$ cat src/rtl/regfile_dump_pkg.sv
// Shared definitions for the per-core register file dump reader.
//   NUM_REGS : highest register index dumped (registers 1..NUM_REGS)
//   DATA_W   : register / stream word width
//   ADDR_W   : register file address width
//   HDR_TAG  : tag placed in header word bits [31:24]
//   state_e  : dump FSM state encoding (also exported on the debug port)
//   build_hdr: forms the header word from the core identifier
package regfile_dump_pkg;

    localparam int          NUM_REGS = 20;
    localparam int          DATA_W   = 32;
    localparam int          ADDR_W   = 5;
    localparam logic [7:0]  HDR_TAG  = 8'hA5;

    typedef enum logic [2:0] {
        IDLE = 3'd0,
        HDR  = 3'd1,
        LOAD = 3'd2,
        SEND = 3'd3,
        FIN  = 3'd4
    } state_e;

    // Header layout: {tag, 21 zero bits, 3-bit core id}
    function automatic logic [DATA_W-1:0] build_hdr(input logic [2:0] core_id);
        return {HDR_TAG, 21'b0, core_id};
    endfunction

endpackage

$ cat src/rtl/regfile_dump.sv
// Per-core debug reader: on start, streams a header word tagged with coreID,
// then registers 1..NUM_REGS in ascending order over a valid/ready stream.
// Each register is read through the register file's spare read port during
// its own LOAD cycle, so the dump is not an atomic snapshot.
//
// Ports:
//   clk, rst            clock, synchronous active-high reset
//   start               one-cycle dump request, only honoured in IDLE
//   coreID              core identifier placed in the header word
//   rf_addr / rf_data   register file read port (combinational read data)
//   out_data/out_valid/out_ready/out_last   output word stream
//   busy                high from the cycle after start until done
//   done                one-cycle pulse after the last word is accepted
//   dbg_state           current FSM state, for observation only
//
// Stream handshake: a word transfers on a rising edge where out_valid and
// out_ready are both high. Once out_valid is raised, out_data and out_last
// stay stable until that transfer; out_valid never drops without a transfer
// (except on reset).
module regfile_dump
    import regfile_dump_pkg::*;
(
    input  logic              clk,
    input  logic              rst,
    input  logic              start,
    input  logic [2:0]        coreID,
    output logic [ADDR_W-1:0] rf_addr,
    input  logic [DATA_W-1:0] rf_data,
    output logic [DATA_W-1:0] out_data,
    output logic              out_valid,
    input  logic              out_ready,
    output logic              out_last,
    output logic              busy,
    output logic              done,
    output state_e            dbg_state
);

    localparam logic [ADDR_W-1:0] LAST_IDX  = ADDR_W'(NUM_REGS);
    localparam logic [ADDR_W-1:0] FIRST_IDX = ADDR_W'(1);

    state_e            state_q, state_d;
    logic [ADDR_W-1:0] idx_q, idx_d;
    logic [DATA_W-1:0] out_data_q, out_data_d;
    logic              out_valid_q, out_valid_d;
    logic              out_last_q, out_last_d;
    logic              busy_q, busy_d;
    logic              done_q, done_d;
    logic              hs;

    assign hs = out_valid_q && out_ready;

    always_comb begin
        state_d     = state_q;
        idx_d       = idx_q;
        out_data_d  = out_data_q;
        out_valid_d = out_valid_q;
        out_last_d  = out_last_q;
        busy_d      = busy_q;
        done_d      = 1'b0;
        rf_addr     = '0;

        case (state_q)
            IDLE: begin
                if (start) begin
                    out_data_d  = build_hdr(coreID);
                    out_valid_d = 1'b1;
                    busy_d      = 1'b1;
                    idx_d       = FIRST_IDX;
                    state_d     = HDR;
                end
            end
            HDR: begin
                if (hs) begin
                    out_valid_d = 1'b0;
                    state_d     = LOAD;
                end
            end
            LOAD: begin
                // Read data is sampled at the end of this cycle, so any
                // register write landing before this edge is captured.
                rf_addr     = idx_q;
                out_data_d  = rf_data;
                out_valid_d = 1'b1;
                out_last_d  = (idx_q == LAST_IDX);
                state_d     = SEND;
            end
            SEND: begin
                if (hs) begin
                    out_valid_d = 1'b0;
                    out_last_d  = 1'b0;
                    if (idx_q == LAST_IDX) begin
                        // done is registered, so raising it on entry makes
                        // it high exactly for the FIN cycle.
                        done_d  = 1'b1;
                        state_d = FIN;
                    end else begin
                        idx_d   = idx_q + FIRST_IDX;
                        state_d = LOAD;
                    end
                end
            end
            FIN: begin
                busy_d  = 1'b0;
                state_d = IDLE;
            end
            default: begin
                state_d = IDLE;
            end
        endcase
    end

    always_ff @(posedge clk) begin
        if (rst) begin
            state_q     <= IDLE;
            idx_q       <= FIRST_IDX;
            out_data_q  <= '0;
            out_valid_q <= 1'b0;
            out_last_q  <= 1'b0;
            busy_q      <= 1'b0;
            done_q      <= 1'b0;
        end else begin
            state_q     <= state_d;
            idx_q       <= idx_d;
            out_data_q  <= out_data_d;
            out_valid_q <= out_valid_d;
            out_last_q  <= out_last_d;
            busy_q      <= busy_d;
            done_q      <= done_d;
        end
    end

    assign out_data  = out_data_q;
    assign out_valid = out_valid_q;
    assign out_last  = out_last_q;
    assign busy      = busy_q;
    assign done      = done_q;
    assign dbg_state = state_q;

endmodule
$ cat config.mk
export PLATFORM = sky130hd
export DESIGN_NAME = regfile_dump
export DESIGN_NICKNAME = d
export VERILOG_FILES = /design/src/rtl/regfile_dump_pkg.sv /design/src/rtl/regfile_dump.sv
export SDC_FILE = /design/constraint.sdc
export NUM_CORES = 1
export LEC_CHECK = 0
export BUFFER_PORTS_ARGS = -buffer_cell sky130_fd_sc_hd__buf_2
export CORE_UTILIZATION = 45
export DETAILED_ROUTE_END_ITERATION = 10
export GPL_TIMING_DRIVEN = 0
export PLACE_DENSITY = 0.87
export SETUP_SLACK_MARGIN = 0.2
export SLEW_MARGIN = 20
export SYNTH_ARGS = -nofsm -noshare
export SYNTH_HDL_FRONTEND = slang
export SYNTH_SLANG_ARGS = --single-unit
$ cat constraint.sdc
create_clock -name clk -period 1.9 [get_ports clk]
set_input_delay 0.19 -clock clk [delete_from_list [all_inputs] [get_ports clk]]
set_output_delay 0.19 -clock clk [all_outputs]
set_load 0.1 [all_outputs]
# ---- Word level (Yosys, flattened, before mapping)
# Index checks and enable logic that the tools add are counted.
dict set report word_totals {
  output_inout_bits 44
  input_bits 39
  regBits 44
  wordCells 53
}
dict set report op_classes {
  n_addsub 1
  reduce_logical 15
  mux 18
  n_bitwise 2
  n_eq_ne 10
}
# operator count
set ops {}
lappend ops {{$pmux 32 s2} 1}
lappend ops {{$mux 32} 1}
lappend ops {{$mux 5} 4}
lappend ops {{$mux 3} 4}
lappend ops {{$pmux 3 s4} 1}
lappend ops {{$pmux 5 s2} 1}
lappend ops {{$ne 2x2->1 const B} 4}
lappend ops {{$reduce_bool 2->1} 4}
lappend ops {{$eq 3x2->1 const B} 2}
lappend ops {{$reduce_and 2->1} 3}
lappend ops {{$reduce_and 3->1} 2}
lappend ops {{$add 5x1->5 const B} 1}
lappend ops {{$eq 5x5->1 const B} 1}
lappend ops {{$pmux 1 s2} 2}
lappend ops {{$reduce_and 4->1} 1}
lappend ops {{$eq 3x1->1 const B} 1}
lappend ops {{$eq 3x3->1 const B} 1}
lappend ops {{$logic_not 3->1} 1}
lappend ops {{$mux 1} 3}
lappend ops {{$pmux 1 s3} 1}
lappend ops {{$reduce_bool 3->1} 1}
lappend ops {{$reduce_or 3->1} 1}
lappend ops {{$ne 2x1->1 const B} 1}
lappend ops {{$not 1->1} 2}
lappend ops {{2 further kinds} 2}

# ---- Logic depth before layout (Yosys ltp)
# Gate-level depths: netlist (run 1).
dict set report logic_depth {
  depth_word 4
  ltp_mapped 6
  ltp_nobuf 6
}

# ---- Worst setup path before layout (run 1)
# No wires, ideal clock.
dict set report synth_path {
  path_kind {reg2out}
  start {reg state_q[1] (netlist: dbg_state[1])}
  end {out rf_addr[0]}
  path_stages_with_launch 6
  required_ps 1710
  slack_ps -1242
  arrival_time_ps 2952
  n_path_buf 2
  cell_sequence {dfxtp_1 -> buf_6 -> nand2b_1 -> or2_2 -> buf_2 -> nor2_1}
}
dict set report synth_between {
  elab_chain_len 2
}
# item line_no
set synth_rtl {}
lappend synth_rtl {{start, declared} regfile_dump.sv:41} ;# state_e state_q, state_d;
lappend synth_rtl {{start signal, assigned} regfile_dump.sv:122} ;# state_q <= state_d;
lappend synth_rtl {{$eq 3x2->1} regfile_dump.sv:62} ;# case (state_q)
lappend synth_rtl {{$mux 5} regfile_dump.sv:62}
lappend synth_rtl {{end, declared} regfile_dump.sv:27} ;# output logic [ADDR_W-1:0] rf_addr,
# Every way passes these cells.

# ---- Worst setup path in the final report (run 1)
dict set report layout_path {
  start {reg state_q[1] (netlist: dbg_state[1])}
  end {out rf_addr[4]}
}
# The elaborated chain is that of the path after synthesis.

==> results of run 1 <==
## power by group
group / leakage, nW / internal, mW / switching [mW]
combinational: 0.767 / 0.105 / 0.329
clock: 0.0534 / 0.337 / 0.310
sequential: 0.360 / 0.948 / 0.0171
## worst register-to-register path, cell delays in order (launching register included)
cell and delay [ns]:
dfxtp_4 0.36, buf_8 0.11, buf_4 0.13, buf_4 0.15, nand4bb_2 0.21, or3_1 0.39
nor3_1 0.13, a211o_1 0.12
## placed cells by master (no fill, tap or decap), types with 2 or more instances in the layout
cell / n
nand3b_1: 2
and3_1: 2
nor3_1: 5
clkbuf_8: 5
and2_4: 2
inv_1: 5
clkbuf_1: 8
nand2_1: 7
buf_12: 6
dfxtp_1: 38
a22oi_1: 26
buf_8: 2
buf_4: 4
buf_2: 80
nand3_1: 4
o21a_1: 2
nor2_4: 4
a21oi_1: 2
o21ai_0: 3
a311oi_1: 3
nor2_1: 39
dfxtp_2: 2
dfxtp_4: 4
o22ai_1: 5
## layer usage
metal,up-vias,wire (um),global-route usage,share of wire
li1,869,-,-,-
met1,833,2090,0.303,0.43
met2,81,2290,0.398,0.47
met3,15,327,0.0750,0.067
met4,0,146,0.102,0.030
met5,-,0,0,0
## kinds of logic after synthesis
logic type,count (synthesis),synth area share
flip-flops,44,0.509
adder cells (fa/ha/maj),2,0.0144
buffers and inverters,19,0.0506
AND/OR/NAND/NOR,75,0.214
AO/OA/AOI/OAI,51,0.212
## registers in the layout, summed over array words and instances (netlist names)
| register | cells |
|---|---|
| done | 1 |
| busy | 1 |
| idx_q | 5 |
| out_valid | 1 |
| dbg_state | 3 |
| out_data | 32 |
| out_last | 1 |
## synthesized netlist by cell type (3+ instances only)
cell	number
a22oi_1	26
dfxtp_1	44
o21ai_0	4
nand3_1	4
clkbuf_1	8
buf_2	4
nand2_1	7
a21oi_1	3
nor2_1	43
inv_1	5
o22ai_1	5
nor3_1	5
a311oi_1	3
## worst min-delay path by stage
| stage | end | slack (ns) |
|---|---|---|
| floorplan | out_data[0] | 0.35 |
| global placement | out_data[19] | 0.43 |
| detailed placement | out_data[21] | 0.45 |
| CTS | out_data[21] | 0.14 |
| global route | out_data[22] | 0.14 |
| finish | out_data[21] | 0.14 |
## layout make-up
type                    count  area share
plain buffers              14      0.0404
clock buffers               7      0.0384
clock inverters             1     0.00197
inverters                   5     0.00738
multi-input cells         128       0.332
flip-flops and latches     44       0.353
well taps                  48      0.0236
repair buffers             86       0.203
## through the flow
stage | setup slack, ns | power (mW) | instances | util | hold slack [ns]
finish | 0.197 | 2.05 | 333 | 0.689 | 0.140
global route | 0.120 | 2.12 | 333 | 0.689 | 0.142
CTS | 0.179 | 2.04 | 331 | 0.669 | 0.138
detailed placement | 0.119 | 1.40 | 321 | 0.613 | 0.447
global placement | 0.116 | 1.39 | 321 | 0.613 | 0.435
floorplan | 0.0836 | 1.30 | 191 | - | 0.349
## timing repair
action                                  CTS  global route
pin swaps                                 0             5
endpoints found under the setup margin   17             9
gates resized for setup                  25            15
buffers inserted                          2             2
==> run_results.csv, run 1 <==
group,metric,value,unit
grt,grt_pass1_vias,1688,
critical_path,setup.worst_path.start,"dbg_state[1]",
synthesis,syn_area,1730,um2
finish,nFillCells,319,
critical_path,ff2ff_setup_slack,0.25,ns
clock_network,cts_tree,"yes",
clock_network,clk_latency,0.29,ns
critical_path,cp.arrival,1.51,ns
floorplanning,rows,22,
finish,area_growth,46.8,%
detailed_routing,drcViolationCount,0,
critical_path,crit_chain,"buf_8 > nand2b_4 > or2_4 > buf_12 > nor2_4 > buf_12",
critical_path,r2r_cells,7,
finish,drive_above_1_share,0.428,
detailed_routing,drt-total-wl,4860,um
synthesis,seq_area_frac_synth,0.509,
sta,tns,0,ns
finish,final_area,2540,um2
synthesis,synth_top_area_share,0.509,
sta,setup_viol,0,
grt,grt_pass1_wl,7600,um
critical_path,path_class,"flip-flop to primary output",
synthesis,synth-async-reset-ratio,0,
finish,seq_area,898,um2
clock_network,cts.path.max_buffers,2,
synthesis,synth_seq_cells,44,
synthesis,yosysUniqueCellTypes,38,
floorplanning,die_w,64.0,um
synthesis,ys.flop_type,"dfxtp_1",
critical_path,endpoint_kind,"primary output",
finish,final_nets,325,
power_and_ir_drop,leakage,1.18,nW
critical_path,worstPathMaxFanout,5,
clock_network,clkSinkCount,44,
detailed_routing,via_per_inst,5.40,
sta,finalMaxSlewViolations,0,
synthesis,yosysWarnings,0,
sta,rsz0062_at_grt,"true",
synthesis,syn_avg_cell_area,9.07,um2
floorplanning,initial_core_util,0.469,
finish,insertedDiodeCount,0,
sta,worstMarginPinSlew,0.504,ns
min_path,min_path_cells,3,
synthesis,synth_edf_count,0,
grt,track_usage,0.247,
critical_path,start_kind,"flip-flop",
critical_path,cp_num_buf_inv,3,
job,max_cap_viol_count,0,
synthesis,syn-num-nets,232,
sta,hold_violations,0,
synthesis,synthTopCellsByArea,"dfxtp_1, a22oi_1, nor2_1",
clock_network,numCtsBuffers,5,
critical_path,r2r-end,"idx_q[3]",
detailed_routing,wl_per_cell,14.6,um
clock_network,htree_levels,2,
sta,fin_crit_sh,0.897,
clock_network,hold_buffers,0,
placement,numPortBuffers,82,
min_path,hp-class,"input port to flip-flop",
synthesis,yosys.area.top_type,"dfxtp_1",
grt,antenna_found_initial,0,
sta,fmax,587,MHz
placement,placed_area,2260,um2
detailed_routing,drt_iter0_drc,89,
detailed_routing,ant_nets,0,
sta,maxSlewHeadroom,0.664,
clock_network,cts_root_buf,"clkbuf_8",
detailed_routing,dr.pass1.iters,5,
critical_path,critical-path-max-stage-delay,0.36,ns
placement,gpl.final_weighted_congestion,0.871,
placement,dp_hpwl,3160,um
min_path,holdCritStartpoint,"rf_data[21]",
critical_path,path_delay_family,"simple AND/OR/NAND/NOR gates",
grt,grt_overflow,0,
finish,multiInputGateArea,845,um2
critical_path,cp_data_required_time,1.71,ns
grt,grt_max_degree,14,
detailed_routing,vias,1798,
power_and_ir_drop,power_density,805,nW/um2
outcome,outcome,"completed",
sta,fin_skew,0.00706,ns
critical_path,cp_common_cell,"buf_12",
critical_path,crit_cells,6,
critical_path,critical_path.endpoint,"rf_addr[4]",
floorplanning,die_area,4100,um2
clock_network,clk_pin_slew,0.08,ns
sta,timing.final.crit_period,1.70,ns
synthesis,syn-instance-count,191,
critical_path,r2r_start,"dbg_state[1]",
critical_path,slowest_stage,"dfxtp_4",
floorplanning,ios,83,
power_and_ir_drop,peakVddDrop,0.505,mV
floorplanning,coreArea,3690,um2
floorplanning,die_h,64.0,um
(Power assumes the default switching activity.)
==> run 2, diff against run 1 <==
- RECOVER_POWER: unset -> 100
==> run_results.csv, run 2 (synthesized netlist as in run 1, its figures left out) <==
group,metric,value,unit
outcome,outcome,"completed",
detailed_routing,via_per_inst,5.41,
placement,dp_hpwl,3160,um
critical_path,cp_common_cell,"buf_12",
sta,fmax,568,MHz
grt,grt_max_degree,14,
power_and_ir_drop,p_int,1.39,mW
finish,insertedDiodeCount,0,
critical_path,path_delay_family,"buffers and inverters",
critical_path,slowest_stage,"dfxtp_1",
power_and_ir_drop,power_frac_clock,0.317,
critical_path,crit_chain,"buf_8 > nand2b_4 > or2_0 > buf_12 > nor2_4 > buf_12",
detailed_routing,wl_per_cell,14.6,um
critical_path,cp_num_buf_inv,3,
power_and_ir_drop,peakVddDrop,0.508,mV
power_and_ir_drop,power_density,819,nW/um2
finish,final_cell_mix,"dfxtp_1, buf_2, nor2_1, clkbuf_2, a22oi_1",
sta,fin_crit_sh,0.927,
clock_network,htree_levels,2,
floorplanning,coreArea,3690,um2
detailed_routing,dr.pass1.iters,4,
critical_path,endpoint_kind,"primary output",
detailed_routing,drt-total-wl,4870,um
finish,final_common_cell,"dfxtp_1",
sta,worstMarginPinSlew,0.549,ns
min_path,min_path_cells,3,
detailed_routing,drt_iter0_drc,105,
grt,grt_pass1_wl,7600,um
power_and_ir_drop,swShare,0.322,
detailed_routing,ant_nets,0,
sta,setup_viol,0,
clock_network,clkSinkCount,44,
floorplanning,die_h,64.0,um
finish,area_growth,44.3,%
sta,maxSlewHeadroom,0.636,
floorplanning,rows,22,
grt,grt_overflow,0,
critical_path,cp_data_required_time,1.71,ns
detailed_routing,vias,1800,
clock_network,hold_buffers,0,
floorplanning,die_w,64.0,um
sta,setup_slack,0.139,ns
clock_network,cts_root_buf,"clkbuf_8",
sta,fin_skew,0.00647,ns
job,max_cap_viol_count,0,
sta,rsz0062_at_grt,"true",
finish,largest_register_ffs,32,
placement,dp_slack,0.119,ns
critical_path,cp.arrival,1.57,ns
critical_path,crit_cells,6,
sta,finalMaxSlewViolations,0,
clock_network,numCtsBuffers,5,
grt,grt_pass1_vias,1688,
floorplanning,die_area,4100,um2
floorplanning,ios,83,
finish,drive_above_1_share,0.400,
clock_network,clk_pin_slew,0.08,ns
floorplanning,initial_core_util,0.469,
grt,track_usage,0.247,
critical_path,critical-path-max-stage-delay,0.37,ns
power_and_ir_drop,p_sw,0.659,mW
grt,antenna_found_initial,0,
min_path,hp-class,"input port to flip-flop",
finish,final_nets,325,
critical_path,worstPathMaxFanout,5,
sta,hold_violations,0,
power_and_ir_drop,power_frac_comb,0.210,
sta,tns,0,ns
placement,gpl.final_weighted_congestion,0.871,
critical_path,start_kind,"flip-flop",
detailed_routing,drcViolationCount,0,
finish,fin_util,0.677,
sta,timing.final.crit_period,1.76,ns
placement,numPortBuffers,82,
clock_network,clk_latency,0.29,ns
clock_network,cts_tree,"yes",
power_and_ir_drop,p_seq_frac,0.472,
clock_network,cts.path.max_buffers,2,
critical_path,path_class,"flip-flop to primary output",
power_and_ir_drop,leakage,1.13,nW
critical_path,r2r_cells,6,
[run 2: cell types whose count changed in the layout (fill, tap and decap cells not counted), sizes merged]
cell and delta:
buf -42, clkbuf +42
[run 2: power groups by stage]
| stage | combinational (mW) | sequential, mW | clock [mW] |
|---|---|---|---|
| CTS | 0.427 | 0.966 | 0.650 |
| finish | 0.431 | 0.967 | 0.649 |
| global route | 0.454 | 0.970 | 0.696 |
| floorplan | 0.111 | 1.19 | 0 |
| global placement | 0.407 | 0.985 | 0 |
| detailed placement | 0.413 | 0.987 | 0 |
[run 2: metal layers]
metal,vias up,track usage,routed length [um]
met2,83,0.398,2300
li1,869,-,-
met1,830,0.303,2120
met4,0,0.102,155
met3,18,0.0750,289
met5,-,0,0
[run 2: final timing paths]
check	slack [ns]	to	startpoint
worst max-delay path	0.14	rf_addr[4]	dbg_state[1]
worst min-delay path	0.14	out_data[21]	rf_data[21]
worst max register to register	0.19	idx_q[1]	idx_q[1]
worst min register to register	0.50	out_data[1]	out_data[1]
[run 2: worst min-delay path: stages]
cell and delay, ns:
buf_2 0.07, a22oi_1 0.06, nor2_1 0.07
[run 2: layout make-up]
type,instances,area [um2]
buffer,14,101
inverter,5,18.8
fill,328,1190
clock buffer,7,97.6
sequential,44,890
clock inverter,1,5.00
multi-input combinational,128,840
tap,48,60.1
timing repair buffer,86,487
[run 2: repair_timing]
item / 4_1_cts / 5_1_grt
gates resized for setup: 25 / 15
buffers inserted: 2 / 2
setup endpoints to repair: 17 / 9
pin swaps: 0 / 5
[run 2: through the flow]
step / hold slack [ns] / power [mW] / instances / cell area [um2]
finish: 0.140 / 2.05 / 333 / 2500
CTS: 0.138 / 2.04 / 331 / 2470
global placement: 0.435 / 1.39 / 321 / 2260
floorplan: 0.349 / 1.30 / 191 / 1790
detailed placement: 0.447 / 1.40 / 321 / 2260
global route: 0.143 / 2.12 / 333 / 2500
==> run 3, diff against run 2 <==
- ABC_AREA: unset -> 1
- CORE_UTILIZATION: 45 -> 46
- MAX_ROUTING_LAYER: unset -> met4
- PLACE_DENSITY: 0.87 -> 0.88
==> run_results.csv, run 3 <==
group,metric,value,unit
outcome,outcome,"completed",
critical_path,cp_num_buf_inv,2,
power_and_ir_drop,power_frac_comb,0.349,
synthesis,synth_edf_count,0,
sta,timing.final.crit_period,1.74,ns
synthesis,synth_xor_area_frac,0,
synthesis,synthSimpleGateAreaFrac,0.305,
critical_path,path_class,"flip-flop to primary output",
finish,final_cell_mix,"nand2_1, dfxtp_1, buf_2",
sta,hold_violations,0,
synthesis,ys.flop_type,"dfxtp_1",
synthesis,synth_top_family_by_area,"simple AND/OR/NAND/NOR gates",
finish,final_nets,383,
synthesis,syn-instance-count,250,
detailed_routing,wl_per_cell,11.8,um
critical_path,cp_data_required_time,1.71,ns
clock_network,cts_root_buf,"clkbuf_8",
placement,numPortBuffers,81,
power_and_ir_drop,p_int,1.53,mW
power_and_ir_drop,peakVddDrop,0.609,mV
detailed_routing,via_per_inst,5.12,
detailed_routing,vias,2001,
clock_network,htree_levels,2,
floorplanning,coreArea,3740,um2
detailed_routing,dr.pass1.iters,4,
placement,dp_hpwl,3350,um
critical_path,crit_chain,"nor2_4 > nand2_2 > buf_6 > nor2_4 > clkbuf_4",
detailed_routing,drcViolationCount,0,
synthesis,synth-async-reset-ratio,0,
detailed_routing,ant_nets,0,
detailed_routing,drt_iter0_drc,86,
power_and_ir_drop,leakage,1.15,nW
finish,final_common_cell,"nand2_1",
floorplanning,rows,22,
synthesis,syn_avg_cell_area,7.34,um2
synthesis,synth_top_area_share,0.480,
clock_network,clk_pin_slew,0.08,ns
grt,antenna_found_initial,0,
finish,insertedDiodeCount,0,
critical_path,cp_common_cell,"nor2_4",
floorplanning,ios,83,
power_and_ir_drop,power_density,1030,nW/um2
floorplanning,initial_core_util,0.490,
critical_path,r2r_cells,10,
critical_path,slowest_stage,"dfxtp_1",
clock_network,cts.path.max_buffers,2,
synthesis,seq_area_frac_synth,0.480,
floorplanning,die_area,4250,um2
placement,gpl.final_weighted_congestion,0.856,
synthesis,synthAdderAreaFrac,0.0136,
synthesis,yosysUniqueCellTypes,20,
detailed_routing,drt-total-wl,4620,um
synthesis,yosys.area.top_type,"dfxtp_1",
synthesis,synth_commonest_cells,"nand2_1, dfxtp_1, a21oi_1",
critical_path,start_kind,"flip-flop",
synthesis,yosysWarnings,0,
synthesis,synthTopCellsByArea,"dfxtp_1, nand2_1, a21oi_1",
sta,rsz0062_at_grt,"true",
sta,finalMaxSlewViolations,0,
finish,fin_util,0.674,
clock_network,clkSinkCount,44,
sta,tns,0,ns
critical_path,crit_cells,5,
synthesis,yosysMostFrequentCell,"nand2_1",
clock_network,numCtsBuffers,5,
synthesis,syn-num-nets,291,
critical_path,endpoint_kind,"primary output",
synthesis,synthMuxAreaShare,0,
grt,grt_overflow,0,
finish,largest_register_ffs,32,
grt,track_usage,0.243,
power_and_ir_drop,swShare,0.409,
grt,grt_pass1_vias,1824,
sta,worstMarginPinSlew,1.16,ns
finish,area_growth,37.4,%
power_and_ir_drop,power_frac_clock,0.247,
synthesis,synth-compound-area-share,0.131,
power_and_ir_drop,p_seq_frac,0.404,
clock_network,cts_tree,"yes",
power_and_ir_drop,p_sw,1.06,mW
sta,maxSlewHeadroom,0.230,
floorplanning,die_w,65.2,um
sta,fin_skew,0.00316,ns
job,max_cap_viol_count,0,
sta,fmax,576,MHz
synthesis,syn_area,1840,um2
finish,drive_above_1_share,0.324,
critical_path,path_delay_family,"buffers and inverters",
critical_path,worstPathMaxFanout,10,
min_path,hp-class,"input port to flip-flop",
floorplanning,die_h,65.2,um
sta,setup_viol,0,
grt,grt_max_degree,14,
critical_path,critical-path-max-stage-delay,0.37,ns
critical_path,cp.arrival,1.55,ns
clock_network,clk_latency,0.29,ns
clock_network,hold_buffers,0,
grt,grt_pass1_wl,7740,um
sta,fin_crit_sh,0.914,
synthesis,synth_seq_cells,44,
min_path,min_path_cells,3,
==> run 3: layer usage <==
layer / part of all wire / up-vias / track usage
li1: - / 1009 / -
met1: 0.43 / 931 / 0.282
met2: 0.50 / 53 / 0.407
met3: 0.053 / 8 / 0.0486
met4: 0.019 / 0 / 0.106
met5: 0 / - / -
==> run 3: through the flow <==
step	hold slack (ns)	cell area, um2	cells	setup WS, ns	total power [mW]
after floorplan	0.325	1890	250	0.207	1.77
after global placement	0.416	2360	379	0.292	1.93
after detailed placement	0.430	2360	379	0.289	1.94
after CTS	0.120	2520	387	0.241	2.59
after global routing	0.154	2520	391	0.0990	2.71
final	0.122	2520	391	0.163	2.59
==> run 3: final cells by class <==
class	instances	area, um2
plain buffers	15	81.3
clock buffers	7	97.6
clock inverters	1	5.00
fillers	347	1220
inverters	15	56.3
multi-input cells	176	853
flip-flops and latches	44	890
well taps	48	60.1
repair buffers	85	479
==> run 3: worst register-to-register path, delay by kind of cell (launching register included) <==
kind	cells	cell delay, ns
fa+ha+maj	1	0.22
flops	1	0.42
buf+inv	1	0.13
simple gates	8	0.76
==> run 3: final timing paths <==
| kind | start | endpoint | slack, ns |
|---|---|---|---|
| hold / removal | rf_data[31] | out_data[31] | 0.12 |
| setup / recovery | dbg_state[2] | rf_addr[2] | 0.16 |
| setup reg to reg | idx_q[0] | idx_q[1] | 0.27 |
| hold reg to reg | out_data[18] | out_data[18] | 0.46 |
==> run 3: logic make-up after synthesis <==
group,after synthesis
buffers and inverters,30
AOI/OAI and AO/OA,47
adders and majority gates,2
DFF,44
and+or+nand+nor,127
==> run 3: timing repair <==
action	in CTS	in global routing
resized for setup	17	1
endpoints found under the setup margin	5	9
pin swaps	0	1
hold endpoints to repair	0	0
setup buffers	0	4
==> run 3: power groups by stage <==
stage / sequential (mW) / clock (mW) / combinational (mW)
after floorplan: 1.45 / 0 / 0.325
after global placement: 1.06 / 0 / 0.871
after detailed placement: 1.06 / 0 / 0.882
after CTS: 1.04 / 0.654 / 0.899
after global routing: 1.05 / 0.693 / 0.967
final: 1.05 / 0.639 / 0.904
